## src/rtl/byte_splitter.sv

```systemverilog
// byte_splitter: captures a 32-bit word, presents it as four parallel byte
// lanes and streams the same four bytes over a valid/ready serial port.
module byte_splitter #(
  parameter bit SER_MSB_FIRST = 1'b1  // 1: O1..O4 order, 0: O4..O1 order
) (
  input  logic        clk,
  input  logic        rst_n,
  input  logic [31:0] A,
  input  logic        in_valid,
  output logic        in_ready,
  output logic [7:0]  O1,
  output logic [7:0]  O2,
  output logic [7:0]  O3,
  output logic [7:0]  O4,
  output logic        out_valid,
  output logic [7:0]  ser_byte,
  output logic        ser_valid,
  input  logic        ser_ready,
  output logic        ser_last
);

  typedef enum logic [2:0] {
    IDLE = 3'd0,
    B0   = 3'd1,
    B1   = 3'd2,
    B2   = 3'd3,
    B3   = 3'd4
  } state_t;

  state_t      state;
  state_t      state_nxt;
  logic [31:0] hold;
  logic        accept;
  logic [1:0]  pos;
  logic [1:0]  sel;

  // A word is taken only when the serializer is idle.
  assign accept = in_valid && in_ready;

  assign O1 = hold[31:24];
  assign O2 = hold[23:16];
  assign O3 = hold[15:8];
  assign O4 = hold[7:0];

  // Holding register and the one-cycle update strobe.
  always_ff @(posedge clk or negedge rst_n) begin
    if (!rst_n) begin
      hold      <= '0;
      out_valid <= 1'b0;
    end else begin
      out_valid <= accept;
      if (accept) begin
        hold <= A;
      end
    end
  end

  // Serializer state register.
  always_ff @(posedge clk or negedge rst_n) begin
    if (!rst_n) begin
      state <= IDLE;
    end else begin
      state <= state_nxt;
    end
  end

  // Next-state logic and serial-port outputs, all decoded from state.
  always_comb begin
    state_nxt = state;
    in_ready  = 1'b0;
    ser_valid = 1'b0;
    ser_last  = 1'b0;
    pos       = 2'd0;
    case (state)
      IDLE: begin
        in_ready = 1'b1;
        if (in_valid) begin
          state_nxt = B0;
        end
      end
      B0: begin
        ser_valid = 1'b1;
        pos       = 2'd0;
        if (ser_ready) begin
          state_nxt = B1;
        end
      end
      B1: begin
        ser_valid = 1'b1;
        pos       = 2'd1;
        if (ser_ready) begin
          state_nxt = B2;
        end
      end
      B2: begin
        ser_valid = 1'b1;
        pos       = 2'd2;
        if (ser_ready) begin
          state_nxt = B3;
        end
      end
      B3: begin
        ser_valid = 1'b1;
        ser_last  = 1'b1;
        pos       = 2'd3;
        if (ser_ready) begin
          state_nxt = IDLE;
        end
      end
      default: begin
        state_nxt = IDLE;
      end
    endcase
  end

  // Byte selection: stream position mapped to lane index (0 = O1) by order.
  always_comb begin
    sel      = SER_MSB_FIRST ? pos : (2'd3 - pos);
    ser_byte = '0;
    if (ser_valid) begin
      case (sel)
        2'd0:    ser_byte = hold[31:24];
        2'd1:    ser_byte = hold[23:16];
        2'd2:    ser_byte = hold[15:8];
        default: ser_byte = hold[7:0];
      endcase
    end
  end

endmodule

```

## config.mk

```make
export PLATFORM = sky130hd
export DESIGN_NAME = byte_splitter
export DESIGN_NICKNAME = d
export VERILOG_FILES = /design/src/rtl/byte_splitter.sv
export SDC_FILE = /design/constraint.sdc
export NUM_CORES = 1
export LEC_CHECK = 0
export ABC_CLOCK_PERIOD_IN_PS = 2370
export BUFFER_PORTS_ARGS = -buffer_cell sky130_fd_sc_hd__buf_4
export CAP_MARGIN = 0
export CORE_UTILIZATION = 48
export CTS_BUF_LIST = sky130_fd_sc_hd__clkbuf_4 sky130_fd_sc_hd__clkbuf_8
export DETAILED_ROUTE_END_ITERATION = 10
export PLACE_DENSITY_LB_ADDON = 0.25
export SETUP_SLACK_MARGIN = 0.2
export SYNTH_ARGS = -nofsm -noshare
export SYNTH_HDL_FRONTEND = slang
export SYNTH_SLANG_ARGS = --single-unit
```

## constraint.sdc

```tcl
create_clock -name clk -period 2.37 [get_ports clk]
set_clock_uncertainty 0.15 [all_clocks]
set_input_delay 0.474 -clock clk [delete_from_list [all_inputs] [get_ports clk]]
set_output_delay 0.474 -clock clk [all_outputs]
set_load 0.01 [all_outputs]
```

==> impl_metrics.py <==
metrics = {
    "grt": {
        "grt_pass1_vias": 1226,
        "top_usage_layer": "met2",
        "grt_pass1_wl_mm": 5.809,
        "grt_remaining_overflow": 0,
        "use_met2_pct": 37.02,
        "antenna_found_initial": 0,
        "grt_use_met3_pct": 7.246,
        "use_met1_pct": 25.73,
        "grt_max_degree": 37,
        "grt_usage_pct": 21.48,
    },
    "synthesis": {
        "syn_area_per_cell_um2": 13.62,
        "ys_seq_elements": 36,
        "syn_nets": 162,
        "ys_warn_count": 0,
        "synth_async_sr_flop_share_pct": 100.0,
        "yosys.area.top_type": "dfrtp_1",
        "synth_top_area_share_pct": 52.48,
        "synth-edff-count": 0,
        "synthTopCellsByArea": "dfrtp_1 52%, mux2_2 21%, mux2i_1 4.7%",
        "synth_cell_types": 24,
        "syn-cell-area_um2": 1717,
        "syn-instance-count": 126,
        "yosysSeqAreaShare_pct": 52.48,
        "synth-main-ff-cell": "dfrtp_1",
    },
    "setup_path": {
        "path_buf_inv": 1,
        "ff2ff_path_depth": 5,
        "cp-start-kind": "flip-flop",
        "path_cells": "or4bb_1 > o221ai_1 > buf_4",
        "cp-startpoint": "state[1]$_DFFE_PN0P_",
        "cp.depth": 3,
        "worst_ep_required_time_ns": 1.75,
        "r2r-end": "hold[17]$_DFFE_PN0P_",
        "endpoint": "ser_byte[6]",
        "crit_slowest_cell": "or4bb_1",
        "cp.arrival_ns": 1.59,
        "cp_max_fo": 11,
        "r2r_start": "state[1]$_DFFE_PN0P_",
        "reg2reg_slack_ns": 0.43,
        "critical_path_class": "reg -> out",
        "cpPeakStageDelay_ns": 0.52,
        "end_kind": "output port",
        "crit_family": "simple AND/OR/NAND/NOR gates",
    },
    "drt": {
        "drt_iter0_markers": 38,
        "ant_nets": 0,
        "vias_per_cell": 5.211,
        "via_count": 1360,
        "drtPass1Iterations": 4,
        "wl_per_cell_um": 15.29,
        "wirelength_mm": 3.991,
        "drc": 0,
    },
    "floorplanning": {
        "rows": 21,
        "initial_utilization_pct": 50.65,
        "core-area_um2": 3390,
        "io_pins": 80,
        "die-area_um2": 3819,
        "die_h_um": 61.80,
        "die_w_um": 61.80,
    },
    "cells_and_area": {
        "num_antenna_cells": 0,
        "nets": 251,
        "stdcell_count": 261,
        "area_delta_synth_final_pct": 44.68,
        "fin_util_pct": 73.27,
        "drive_gt1_share_pct": 63.72,
    },
    "sta": {
        "period_needed_ns": 2.215,
        "setup_viol": 0,
        "relSlewSlack_pct": 70.74,
        "final_max_slew_viol_count": 0,
        "post-route-period-util_pct": 93.47,
        "rsz0062_at_grt": "true",
        "hold_viol": 0,
        "fmaxAchievable_mhz": 451.4,
        "worst_slew_pin_slew_ns": 0.4389,
        "setup-tns-final_ns": 0,
        "fin_hold_ws_ns": 0.2127,
    },
    "min_path": {
        "min_path_type": "in -> reg",
        "hold_depth": 2,
    },
    "clocking": {
        "cts_tree": "done",
        "cts_buffers": 5,
        "clk_pin_slew_ns": 0.09,
        "clk_latency_ns": 0.32,
        "cts_root_buf": "clkbuf_4",
        "cts_buffer_depth": 2,
        "h-tree-depth": 2,
        "clkSinkCount": 36,
    },
    "place": {
        "placedCellCount": 247,
        "gp_congestion": 0.7518,
        "io_buffer_count": 79,
        "hpwlAfterDp_mm": 2.980,
    },
    "power_and_ir_drop": {
        "p_leak_nw": 1.180,
        "max-vdd-ir-drop_uv": 687.1,
        "power_density_nw_per_um2": 1440,
    },
    "job": {
        "maxCapViolations": 0,
    },
    "outcome": {
        "status": "finished, final reports clean",
    },
}
[worst reg2reg max path, delay by kind of cell (launching register included)]
family                 cells  cell delay, ns
buffers and inverters      3            0.56
and+or+nand+nor            1            0.26
muxes                      1            0.38
DFF                        1            0.47
[report_power, final]
group          internal (mW)  total [mW]  switching, mW
Clock                  0.168       0.349          0.181
Sequential             0.930        1.24          0.306
Combinational           1.17        1.99          0.827
[what timing repair did]
item                                    4_1_cts  5_1_grt
endpoints found under the hold margin        36        0
hold buffers                                  1        0
gates resized for setup                       5        1
pin swaps                                     0        0
buffers inserted                              5        1
gates cloned                                  0        0
endpoints found under the setup margin        9        8
[per-layer routing]
metal	routed length (µm)	up-vias
li1	-	649
met1	1665	643
met2	1966	64
met3	326	4
met4	33	0
met5	0	-
[area by class of cell]
class,instances,area (µm²)
fillers,245,905.9
flip-flops and latches,36,904.6
multi-input cells,79,759.5
repair buffers,92,693.2
clock buffers,7,65.06
well taps,46,57.56
inverters,1,3.754
[cell families after synthesis]
family	synth area share, %
mux	26.31
flops	52.48
simple gates	10.64
compound gates	6.196
buf+inv	3.862
xor+xnor	0.5103
[flip-flops by register name (all words and copies together), names as in the netlist]
name       flops
out_valid      1
state          3
hold          32
[worst min path at each step]
stage / slack [ns] / startpoint / to
finish: 0.21 / A[5] / hold[5]$_DFFE_PN0P_
detailed placement: 0.30 / rst_n / hold[30]$_DFFE_PN0P_
floorplan: 0.03 / rst_n / hold[0]$_DFFE_PN0P_
global placement: 0.29 / rst_n / out_valid$_DFF_PN0_
global route: 0.20 / A[5] / hold[5]$_DFFE_PN0P_
CTS: 0.20 / A[5] / hold[5]$_DFFE_PN0P_
[metrics by stage]
step	power, mW	area [µm²]	worst slack, ns
floorplan	2.225	1717	0.5349
detailed placement	3.158	2350	0.3881
global route	3.818	2484	0.07292
finish	3.577	2484	0.1549
CTS	3.580	2471	0.1346
global placement	3.102	2350	0.4365
[placed cells by master (no fill, tap or decap), drive strengths merged, types with 2 or more instances in the layout]
master and n:
buf 91, dfrtp 36, mux2 33, nand2 9, mux2i 8, o221ai 8
or4bb 7, clkbuf 7, nor2 2, a21oi 2
[synth_stat cells, types with 2 or more instances]
cell type  instances
a21oi_1            2
o221ai_1           8
nand2_1            9
mux2i_1            8
nor2_1             2
or4bb_1            7
buf_2              2
buf_6              3
mux2_2            32
dfrtp_1           36
clkbuf_1           4
Power figures use the tool's default switching activity.
